[src/rtl/tdc_meas_ctrl.sv]
// Measurement sequencer for one TDC channel: arms capture, times start->stop in
// coarse clock cycles, latches fine codes and hands a result word to readout.
module tdc_meas_ctrl #(
    parameter int COARSE_W  = 16,
    parameter int FINE_W    = 7,
    parameter int TIMEOUT   = 50000,
    parameter int CAL_EVERY = 256
) (
    input  logic                clk_in,
    input  logic                rst,
    input  logic                start_req,
    output logic                busy,
    output logic                tdc_arm,
    output logic                tdc_clr,
    output logic                cal_sel,
    input  logic                hit_start,
    input  logic [FINE_W-1:0]   fine_start,
    input  logic                hit_stop,
    input  logic [FINE_W-1:0]   fine_stop,
    output logic                res_valid,
    input  logic                res_ready,
    output logic [COARSE_W-1:0] res_coarse,
    output logic [FINE_W-1:0]   res_fine_start,
    output logic [FINE_W-1:0]   res_fine_stop,
    output logic                res_cal,
    output logic                res_timeout,
    output logic [2:0]          dbg_state
);

    localparam int TMO_W = $clog2(TIMEOUT);
    localparam int CAL_W = (CAL_EVERY > 1) ? $clog2(CAL_EVERY) : 1;
    localparam logic [TMO_W-1:0] TMO_LAST = TMO_W'(TIMEOUT - 1);
    localparam logic [CAL_W-1:0] CAL_LAST = CAL_W'(CAL_EVERY - 1);

    typedef enum logic [2:0] {
        S_IDLE       = 3'd0,
        S_ARM        = 3'd1,
        S_WAIT_START = 3'd2,
        S_WAIT_STOP  = 3'd3,
        S_HOLD       = 3'd4,
        S_CLEAR      = 3'd5
    } state_t;

    // Result handshake: a word is transferred on the rising edge where res_valid
    // and res_ready are both 1; res_* stay frozen from the cycle res_valid rises
    // until that edge, and res_valid is held regardless of res_ready.

    state_t                r_state;
    state_t                w_next_state;
    logic [CAL_W-1:0]      r_meas_cnt;
    logic [TMO_W-1:0]      r_tmo_cnt;
    logic [COARSE_W-1:0]   r_coarse;
    logic [FINE_W-1:0]     r_fs_cap;
    logic                  r_tdc_arm;
    logic                  r_tdc_clr;
    logic                  r_cal_sel;
    logic                  r_res_valid;
    logic [COARSE_W-1:0]   r_res_coarse;
    logic [FINE_W-1:0]     r_res_fs;
    logic [FINE_W-1:0]     r_res_fp;
    logic                  r_res_cal;
    logic                  r_res_timeout;

    logic                  w_tmo_hit;
    logic                  w_sat;
    logic                  w_fin;
    logic                  w_fin_tmo;
    logic [COARSE_W-1:0]   w_fin_coarse;
    logic [FINE_W-1:0]     w_fin_fs;
    logic [FINE_W-1:0]     w_fin_fp;

    assign w_tmo_hit = (r_tmo_cnt == TMO_LAST);
    assign w_sat     = &r_coarse;

    always_ff @(posedge clk_in or negedge rst) begin
        if (!rst) begin
            r_state <= S_IDLE;
        end else begin
            r_state <= w_next_state;
        end
    end

    always_comb begin
        w_next_state = r_state;
        w_fin        = 1'b0;
        w_fin_tmo    = 1'b0;
        w_fin_coarse = '0;
        w_fin_fs     = '0;
        w_fin_fp     = '0;
        case (r_state)
            S_IDLE: begin
                if (start_req) w_next_state = S_ARM;
            end
            S_ARM: begin
                w_next_state = S_WAIT_START;
            end
            S_WAIT_START: begin
                if (hit_start && hit_stop) begin
                    w_fin        = 1'b1;
                    w_fin_fs     = fine_start;
                    w_fin_fp     = fine_stop;
                    w_next_state = S_HOLD;
                end else if (hit_start) begin
                    w_next_state = S_WAIT_STOP;
                end else if (w_tmo_hit) begin
                    w_fin        = 1'b1;
                    w_fin_tmo    = 1'b1;
                    w_next_state = S_HOLD;
                end
            end
            S_WAIT_STOP: begin
                // A saturated coarse count cannot represent coarse+1, so it aborts even with a stop hit.
                if (hit_stop && !w_sat) begin
                    w_fin        = 1'b1;
                    w_fin_coarse = r_coarse + COARSE_W'(1);
                    w_fin_fs     = r_fs_cap;
                    w_fin_fp     = fine_stop;
                    w_next_state = S_HOLD;
                end else if (w_tmo_hit || w_sat) begin
                    w_fin        = 1'b1;
                    w_fin_tmo    = 1'b1;
                    w_next_state = S_HOLD;
                end
            end
            S_HOLD: begin
                if (res_ready) w_next_state = S_CLEAR;
            end
            S_CLEAR: begin
                w_next_state = S_IDLE;
            end
            default: begin
                w_next_state = S_IDLE;
            end
        endcase
    end

    always_ff @(posedge clk_in or negedge rst) begin
        if (!rst) begin
            r_meas_cnt    <= '0;
            r_tmo_cnt     <= '0;
            r_coarse      <= '0;
            r_fs_cap      <= '0;
            r_tdc_arm     <= 1'b0;
            r_tdc_clr     <= 1'b0;
            r_cal_sel     <= 1'b0;
            r_res_valid   <= 1'b0;
            r_res_coarse  <= '0;
            r_res_fs      <= '0;
            r_res_fp      <= '0;
            r_res_cal     <= 1'b0;
            r_res_timeout <= 1'b0;
        end else begin
            r_tdc_clr <= 1'b0;
            case (r_state)
                S_IDLE: begin
                    if (start_req) r_cal_sel <= (r_meas_cnt == CAL_LAST);
                end
                S_ARM: begin
                    r_tdc_arm <= 1'b1;
                    r_tmo_cnt <= '0;
                end
                S_WAIT_START: begin
                    r_tmo_cnt <= r_tmo_cnt + TMO_W'(1);
                    if (hit_start) begin
                        r_fs_cap <= fine_start;
                        r_coarse <= '0;
                    end
                end
                S_WAIT_STOP: begin
                    r_tmo_cnt <= r_tmo_cnt + TMO_W'(1);
                    r_coarse  <= r_coarse + COARSE_W'(1);
                end
                S_HOLD: begin
                    if (res_ready) begin
                        r_res_valid <= 1'b0;
                        r_tdc_clr   <= 1'b1;
                        r_cal_sel   <= 1'b0;
                        r_meas_cnt  <= (r_meas_cnt == CAL_LAST) ? '0 : r_meas_cnt + CAL_W'(1);
                    end
                end
                default: begin
                end
            endcase
            if (w_fin) begin
                r_tdc_arm     <= 1'b0;
                r_res_valid   <= 1'b1;
                r_res_coarse  <= w_fin_coarse;
                r_res_fs      <= w_fin_fs;
                r_res_fp      <= w_fin_fp;
                r_res_cal     <= r_cal_sel;
                r_res_timeout <= w_fin_tmo;
            end
        end
    end

    assign busy           = (r_state != S_IDLE);
    assign tdc_arm        = r_tdc_arm;
    assign tdc_clr        = r_tdc_clr;
    assign cal_sel        = r_cal_sel;
    assign res_valid      = r_res_valid;
    assign res_coarse     = r_res_coarse;
    assign res_fine_start = r_res_fs;
    assign res_fine_stop  = r_res_fp;
    assign res_cal        = r_res_cal;
    assign res_timeout    = r_res_timeout;
    assign dbg_state      = r_state;

endmodule

[config.mk]
export PLATFORM = sky130hd
export DESIGN_NAME = tdc_meas_ctrl
export DESIGN_NICKNAME = d
export VERILOG_FILES = /design/src/rtl/tdc_meas_ctrl.sv
export SDC_FILE = /design/constraint.sdc
export NUM_CORES = 1
export LEC_CHECK = 0
export CORE_MARGIN = 8
export CORE_UTILIZATION = 31
export CTS_BUF_LIST = sky130_fd_sc_hd__clkbuf_16
export CTS_CLUSTER_SIZE = 16
export DETAILED_ROUTE_END_ITERATION = 7
export PLACE_DENSITY_LB_ADDON = 0.05
export REMOVE_ABC_BUFFERS = 1
export SETUP_SLACK_MARGIN = 0.3
export SLEW_MARGIN = 0
export SYNTH_ARGS = -nofsm -noshare
export SYNTH_HDL_FRONTEND = slang
export SYNTH_SLANG_ARGS = --single-unit
[constraint.sdc]
create_clock -name clk_in -period 3.1 [get_ports clk_in]
set_clock_uncertainty 0.1 [all_clocks]
set_input_delay 0.465 -clock clk_in [delete_from_list [all_inputs] [get_ports clk_in]]
set_output_delay 0.465 -clock clk_in [all_outputs]
set_load 0.05 [all_outputs]
==> results of run 1 <==
[cells in the mapped netlist (all sizes together), types with 6 or more instances]
master / number
mux2: 9
nand3: 16
xnor2: 12
a221o: 7
nor2: 28
nand4: 9
nand2: 41
xor2: 6
and3: 9
a22o: 25
clkbuf: 11
a21oi: 9
dfrtp: 86
o21ai: 33
buf: 7
inv: 8
a21o: 6
[what timing repair did]
item / in CTS / in global routing
endpoints found under the setup margin: 0 / 10
resized for setup: 0 / 1
buffers inserted: 0 / 1
[metrics by stage]
stage                     setup slack (ns)  instance area, um2  power, W  cells  utilization [%]
after floorplan                     0.4132                3918  0.002698    361                -
after global placement              0.3882                4823  0.003395    604            38.22
after detailed placement            0.3674                4823  0.003407    604            38.22
after CTS                           0.3428                5139  0.004587    620            40.72
after global routing                0.4073                5179  0.004802    622            41.04
final                               0.5286                5179  0.004542    622            41.04
[logic make-up (layout without fill, tap and decap cells)]
group | Yosys count | in the layout | share of synthesized area, %
AND/OR/NAND/NOR | 133 | 133 | 16.88
AO/OA/AOI/OAI | 103 | 104 | 18.82
flip-flops | 86 | 86 | 53.77
buffers and inverters | 26 | 96 | 2.876
XOR/XNOR | 18 | 18 | 3.939
multiplexers | 10 | 10 | 2.782
adder cells (fa/ha/maj) | 3 | 3 | 0.9379
[metal layers]
metal	wire [um]	share of wire (%)	GRT usage, %
met1	4859	46	15.64
met3	444	4.2	4.437
met2	5012	48	21.10
met4	150	1.4	5.260
met5	0	0	0
[worst max-delay path, cell delays in order (launching register included)]
cell and delay (ns):
dfrtp_1 0.51, nor2_1 0.34, nand2_1 0.10, clkdlybuf4s50_1 0.71
[state kept, by name (all words and copies together), names as in the netlist, 3 cells and up]
| register | count |
|---|---|
| res_coarse | 16 |
| r_fs_cap | 7 |
| r_meas_cnt | 8 |
| res_fine_start | 7 |
| r_coarse | 16 |
| r_tmo_cnt | 16 |
| dbg_state | 3 |
| res_fine_stop | 7 |
[where the power goes]
| group | total [W] | switching, W | internal, W |
|---|---|---|---|
| Clock | 0.00115 | 0.000449 | 0.000701 |
| Sequential | 0.00159 | 0.000217 | 0.00138 |
| Combinational | 0.00180 | 0.00114 | 0.000658 |
| Total | 0.00454 | 0.00181 | 0.00274 |
[layout make-up]
type,count,area share (%)
clock inverter,7,1.740
clock buffer,9,4.349
inverter,8,0.5798
sequential,86,41.56
tap,172,4.156
multi-input combinational,268,33.90
timing repair buffer,72,13.72
[how the worst min path moves through the flow]
stage                                end  slack (ns)  cells past startpoint
5_1_grt         dbg_state[0]$_DFFE_PN0P_        0.02                      1
2_1_floorplan        cal_sel$_DFFE_PN0P_        0.07                      0
4_1_cts         r_tmo_cnt[3]$_DFFE_PN0P_      0.0006                      1
6_report        r_tmo_cnt[3]$_DFFE_PN0P_       -0.01                      1
3_3_place_gp   r_meas_cnt[6]$_DFFE_PN0P_        0.37                      1
3_5_place_dp   r_meas_cnt[6]$_DFFE_PN0P_        0.37                      1
==> flow_metrics.py, run 1 <==
metrics = {
    "floorplan": {
        "die_width_um": 129.6,
        "num_io_pins": 60,
        "die_area_um2": 16800,
        "fp.dieH_um": 129.6,
        "fp.coreArea_um2": 12620,
        "start_util_pct": 31.72,
        "num_rows": 41,
    },
    "setup_path": {
        "end_kind": "output port",
        "regToRegStartpoint": "r_coarse[0]$_DFFE_PN0P_",
        "r2r_end": "res_fine_stop[3]$_DFFE_PN0P_",
        "crit_required_ns": 2.53,
        "critPathArrivalTime_ns": 2.01,
        "r2r_cells": 6,
        "critical_path_class": "register to output port",
        "start_kind": "register",
        "critPathMaxFanout": 12,
        "r2r_slack_ns": 0.56,
        "crit_end": "busy",
        "crit_start": "dbg_state[0]$_DFFE_PN0P_",
    },
    "finish": {
        "seq_area_um2": 2152,
        "multiInputGateArea_um2": 1755,
        "layout_commonest_cell": "dfrtp_1",
        "final_cell_mix": "86 x dfrtp_1, 58 x clkdlybuf4s50_1, 41 x nand2_1",
        "area_growth_pct": 29.38,
        "layout-drive-gt1-share_pct": 10.89,
        "nFillCells": 1263,
        "diodes": 0,
        "nets": 468,
    },
    "detailed_routing": {
        "drc": 0,
        "drtPass1Iterations": 4,
        "vias": 3126,
        "routed_wl_um": 10470,
        "routed_via_density": 5.026,
        "drt_iter0_drc": 181,
        "wire_per_inst_um": 16.83,
        "ant_nets": 0,
    },
    "logic_synthesis": {
        "yosys.area.top_type": "dfrtp_1",
        "synth_area_leaders": "dfrtp_1 54%, a22o_1 5.5%, o21ai_0 4.0%, nand2_1 3.8%, nor2_1 2.6%",
        "yosys_warnings": 0,
        "synth_area_per_cell_um2": 10.56,
        "seq_area_frac_synth_pct": 53.77,
        "synthFlopType": "dfrtp_1",
        "ys_types": 48,
        "synth_area_um2": 4003,
        "ys_async_sr_fraction_pct": 100.0,
        "ys_ff_latch": 86,
        "synthCells": 379,
        "yosysTopAreaCellShare_pct": 53.77,
        "synth_edf_count": 0,
    },
    "clock_tree": {
        "insertion_delay_ns": 0.35,
        "clkSinkCount": 86,
        "cts_buffers": 9,
        "clk_pin_slew_ns": 0.06,
        "cts.hold.buffers_added": 0,
        "htree_levels": 3,
        "cts_tree": "built",
        "cts_root_buf": "clkbuf_16",
        "clockBufferDepth": 2,
    },
    "place": {
        "dp_hpwl_um": 7055,
        "routabilityCongestion": 0.7575,
        "port_buffers": 59,
    },
    "power_and_ir_drop": {
        "power.density_nw_per_um2": 877.0,
        "cellLeakagePower_nw": 2.233,
        "irDropWorstVdd_uv": 454.6,
    },
    "timing": {
        "finalSetupViolations": 0,
        "relSlewSlack_pct": 55.72,
        "worstMarginPinSlew_ns": 0.6642,
        "hold_viol_final": 20,
        "rsz0062_at_grt": "no",
        "period_needed_ns": 2.571,
        "finalSetupTns_ns": 0,
        "max_freq_mhz": 388.9,
        "timing.final.crit_share_pct": 82.95,
        "slew_violations": 0,
        "whs_ns": -0.01127,
    },
    "grt": {
        "grt_pass1_vias": 3262,
        "gr-total-overflow": 0,
        "track_usage_pct": 13.05,
        "grt_pass1_wl_um": 17090,
        "antenna_found_initial": 0,
        "grt_max_degree": 51,
    },
    "status": {
        "violations": "negative hold slack",
        "run_status": "finished with violations",
    },
    "flow_run": {
        "drv_cap": 0,
    },
    "hold_path": {
        "hold_class": "input port to asynchronous set/reset pin",
    },
}
(Power assumes the default switching activity.)
==> run 2: changes to the inputs <==
Clock period 3.1 ns to 2.1 ns, I/O delays scaled along.
==> flow_metrics.py, run 2 (same netlist as run 1, synthesis figures left out) <==
metrics = {
    "detailed_routing": {
        "wire_per_inst_um": 16.06,
        "vias": 3345,
        "drc": 0,
        "routed_via_density": 4.926,
        "routed_wl_um": 10900,
        "ant_nets": 0,
        "drt_iter0_drc": 136,
        "drtPass1Iterations": 5,
    },
    "finish": {
        "layout-drive-gt1-share_pct": 25.64,
        "final_cell_mix": "85 x dfrtp_1, 71 x buf_4, 38 x nand2_1",
        "nets": 526,
        "layout_commonest_cell": "dfrtp_1",
        "fin_util_pct": 45.20,
        "diodes": 0,
        "area_growth_pct": 42.51,
    },
    "place": {
        "routabilityCongestion": 0.7571,
        "pre_cts_slack_ns": -0.1215,
        "dp_hpwl_um": 7744,
        "port_buffers": 59,
    },
    "setup_path": {
        "r2r_end": "res_fine_start[0]$_DFFE_PN0P_",
        "critPathMaxFanout": 20,
        "r2r_slack_ns": -0.05,
        "crit_end": "res_fine_start[0]$_DFFE_PN0P_",
        "start_kind": "register",
        "critPathArrivalTime_ns": 2.28,
        "regToRegStartpoint": "r_coarse[1]$_DFFE_PN0P_",
        "end_kind": "register",
        "crit_required_ns": 2.23,
        "crit_start": "r_coarse[1]$_DFFE_PN0P_",
        "r2r_cells": 7,
        "critical_path_class": "register to register",
    },
    "timing": {
        "period_needed_ns": 2.154,
        "whs_ns": 0.3803,
        "timing.final.crit_share_pct": 102.6,
        "relSlewSlack_pct": 60.29,
        "finalSetupViolations": 7,
        "setup_ws_ns": -0.05378,
        "rsz0062_at_grt": "yes",
        "hold_viol_final": 0,
        "max_freq_mhz": 464.3,
        "worstMarginPinSlew_ns": 0.5956,
        "slew_violations": 0,
    },
    "status": {
        "violations": "negative setup slack",
        "run_status": "finished with violations",
    },
    "clock_tree": {
        "htree_levels": 3,
        "cts_tree": "built",
        "cts_root_buf": "clkbuf_16",
        "clockBufferDepth": 2,
        "insertion_delay_ns": 0.34,
        "cts_buffers": 9,
        "clk_pin_slew_ns": 0.06,
        "clkSinkCount": 86,
    },
    "floorplan": {
        "num_io_pins": 60,
        "num_rows": 41,
        "die_width_um": 129.6,
        "die_area_um2": 16800,
        "fp.dieH_um": 129.6,
        "start_util_pct": 31.72,
        "fp.coreArea_um2": 12620,
    },
    "grt": {
        "track_usage_pct": 13.79,
        "grt_pass1_wl_um": 17910,
        "gr-total-overflow": 0,
        "antenna_found_initial": 0,
        "grt_pass1_vias": 3418,
        "grt_max_degree": 42,
    },
    "flow_run": {
        "drv_cap": 0,
    },
    "power_and_ir_drop": {
        "irDropWorstVdd_uv": 619.0,
        "power.density_nw_per_um2": 1205,
        "cellLeakagePower_nw": 2.731,
    },
    "hold_path": {
        "hold_class": "register to register",
    },
}
## run 2: cell types whose count changed in the layout (fill, tap and decap cells not counted), moves of 3 or more
cell | before | now
buf_4 | 12 | 71
buf_6 | 0 | 4
clkdlybuf4s50_1 | 58 | 18
dlygate4sd2_1 | 0 | 35
nand2_1 | 41 | 38
nand3_1 | 16 | 13
nor2_1 | 28 | 25
nor2_4 | 0 | 3
nor3_1 | 5 | 2
nor3_2 | 0 | 3
## run 2: worst min-delay path by stage
stage | from | to | slack, ns | depth (start not counted)
6_report | r_meas_cnt[6]$_DFFE_PN0P_ | r_meas_cnt[6]$_DFFE_PN0P_ | 0.38 | 1
3_3_place_gp | rst | r_tmo_cnt[0]$_DFFE_PN0P_ | 0.26 | 1
2_1_floorplan | rst | cal_sel$_DFFE_PN0P_ | -0.08 | 0
4_1_cts | r_meas_cnt[6]$_DFFE_PN0P_ | r_meas_cnt[6]$_DFFE_PN0P_ | 0.39 | 1
3_5_place_dp | rst | r_tmo_cnt[1]$_DFFE_PN0P_ | 0.27 | 1
5_1_grt | res_coarse[0]$_DFFE_PN0P_ | res_coarse[0]$_DFFE_PN0P_ | 0.41 | 1
## run 2: through the flow
step | setup TNS [ns] | cells | power [W] | cell area (um2)
global placement | -0.1004 | 657 | 0.005234 | 5221
global route | -0.9470 | 679 | 0.007302 | 5704
finish | -0.2921 | 679 | 0.006872 | 5704
CTS | -0.3734 | 674 | 0.006851 | 5540
floorplan | -21.55 | 361 | 0.003982 | 3918
detailed placement | -0.5126 | 657 | 0.005251 | 5221
## run 2: worst max-delay path, cell delays in order, from the launching register on
cell and delay (ns):
dfrtp_1 0.36, ha_2 0.20, nand4_2 0.13, or3_4 0.37, o21ai_4 0.18, o2111ai_4 0.15
buf_12 0.19, a221o_1 0.35
## run 2: what timing repair did
item | in CTS | in global routing
pin swaps | 0 | 3
hold endpoints to repair | 37 | 0
gates resized for setup | 47 | 27
hold buffers | 1 | 0
setup endpoints to repair | 98 | 66
buffers inserted | 1 | 5
## run 2: area by class of cell
cell class                      count  area (um2)
Fill cell                        1253        6915
Sequential cell                    86        2153
Multi-Input combinational cell    267        1888
Timing Repair Buffer              131        1115
Clock buffer                        9       225.2
Tap cell                          172       215.2
Clock inverter                      6       77.57
Inverter                            8       30.03
## run 2: power by group
part	internal, W	switching [W]	total (W)
combinational	0.00108	0.00183	0.00292
clock	0.00102	0.000648	0.00167
sequential	0.00204	0.000247	0.00228
total	0.00414	0.00273	0.00687
## run 2: routing by layer
layer  GRT usage, %  share of wire (%)  up-vias
met2          22.11                 50       50
met1          17.01                 44     1637
met3          3.451                4.6       15
met5              0                  0        -
li1               -                  -     1643
met4          6.694                2.0        0
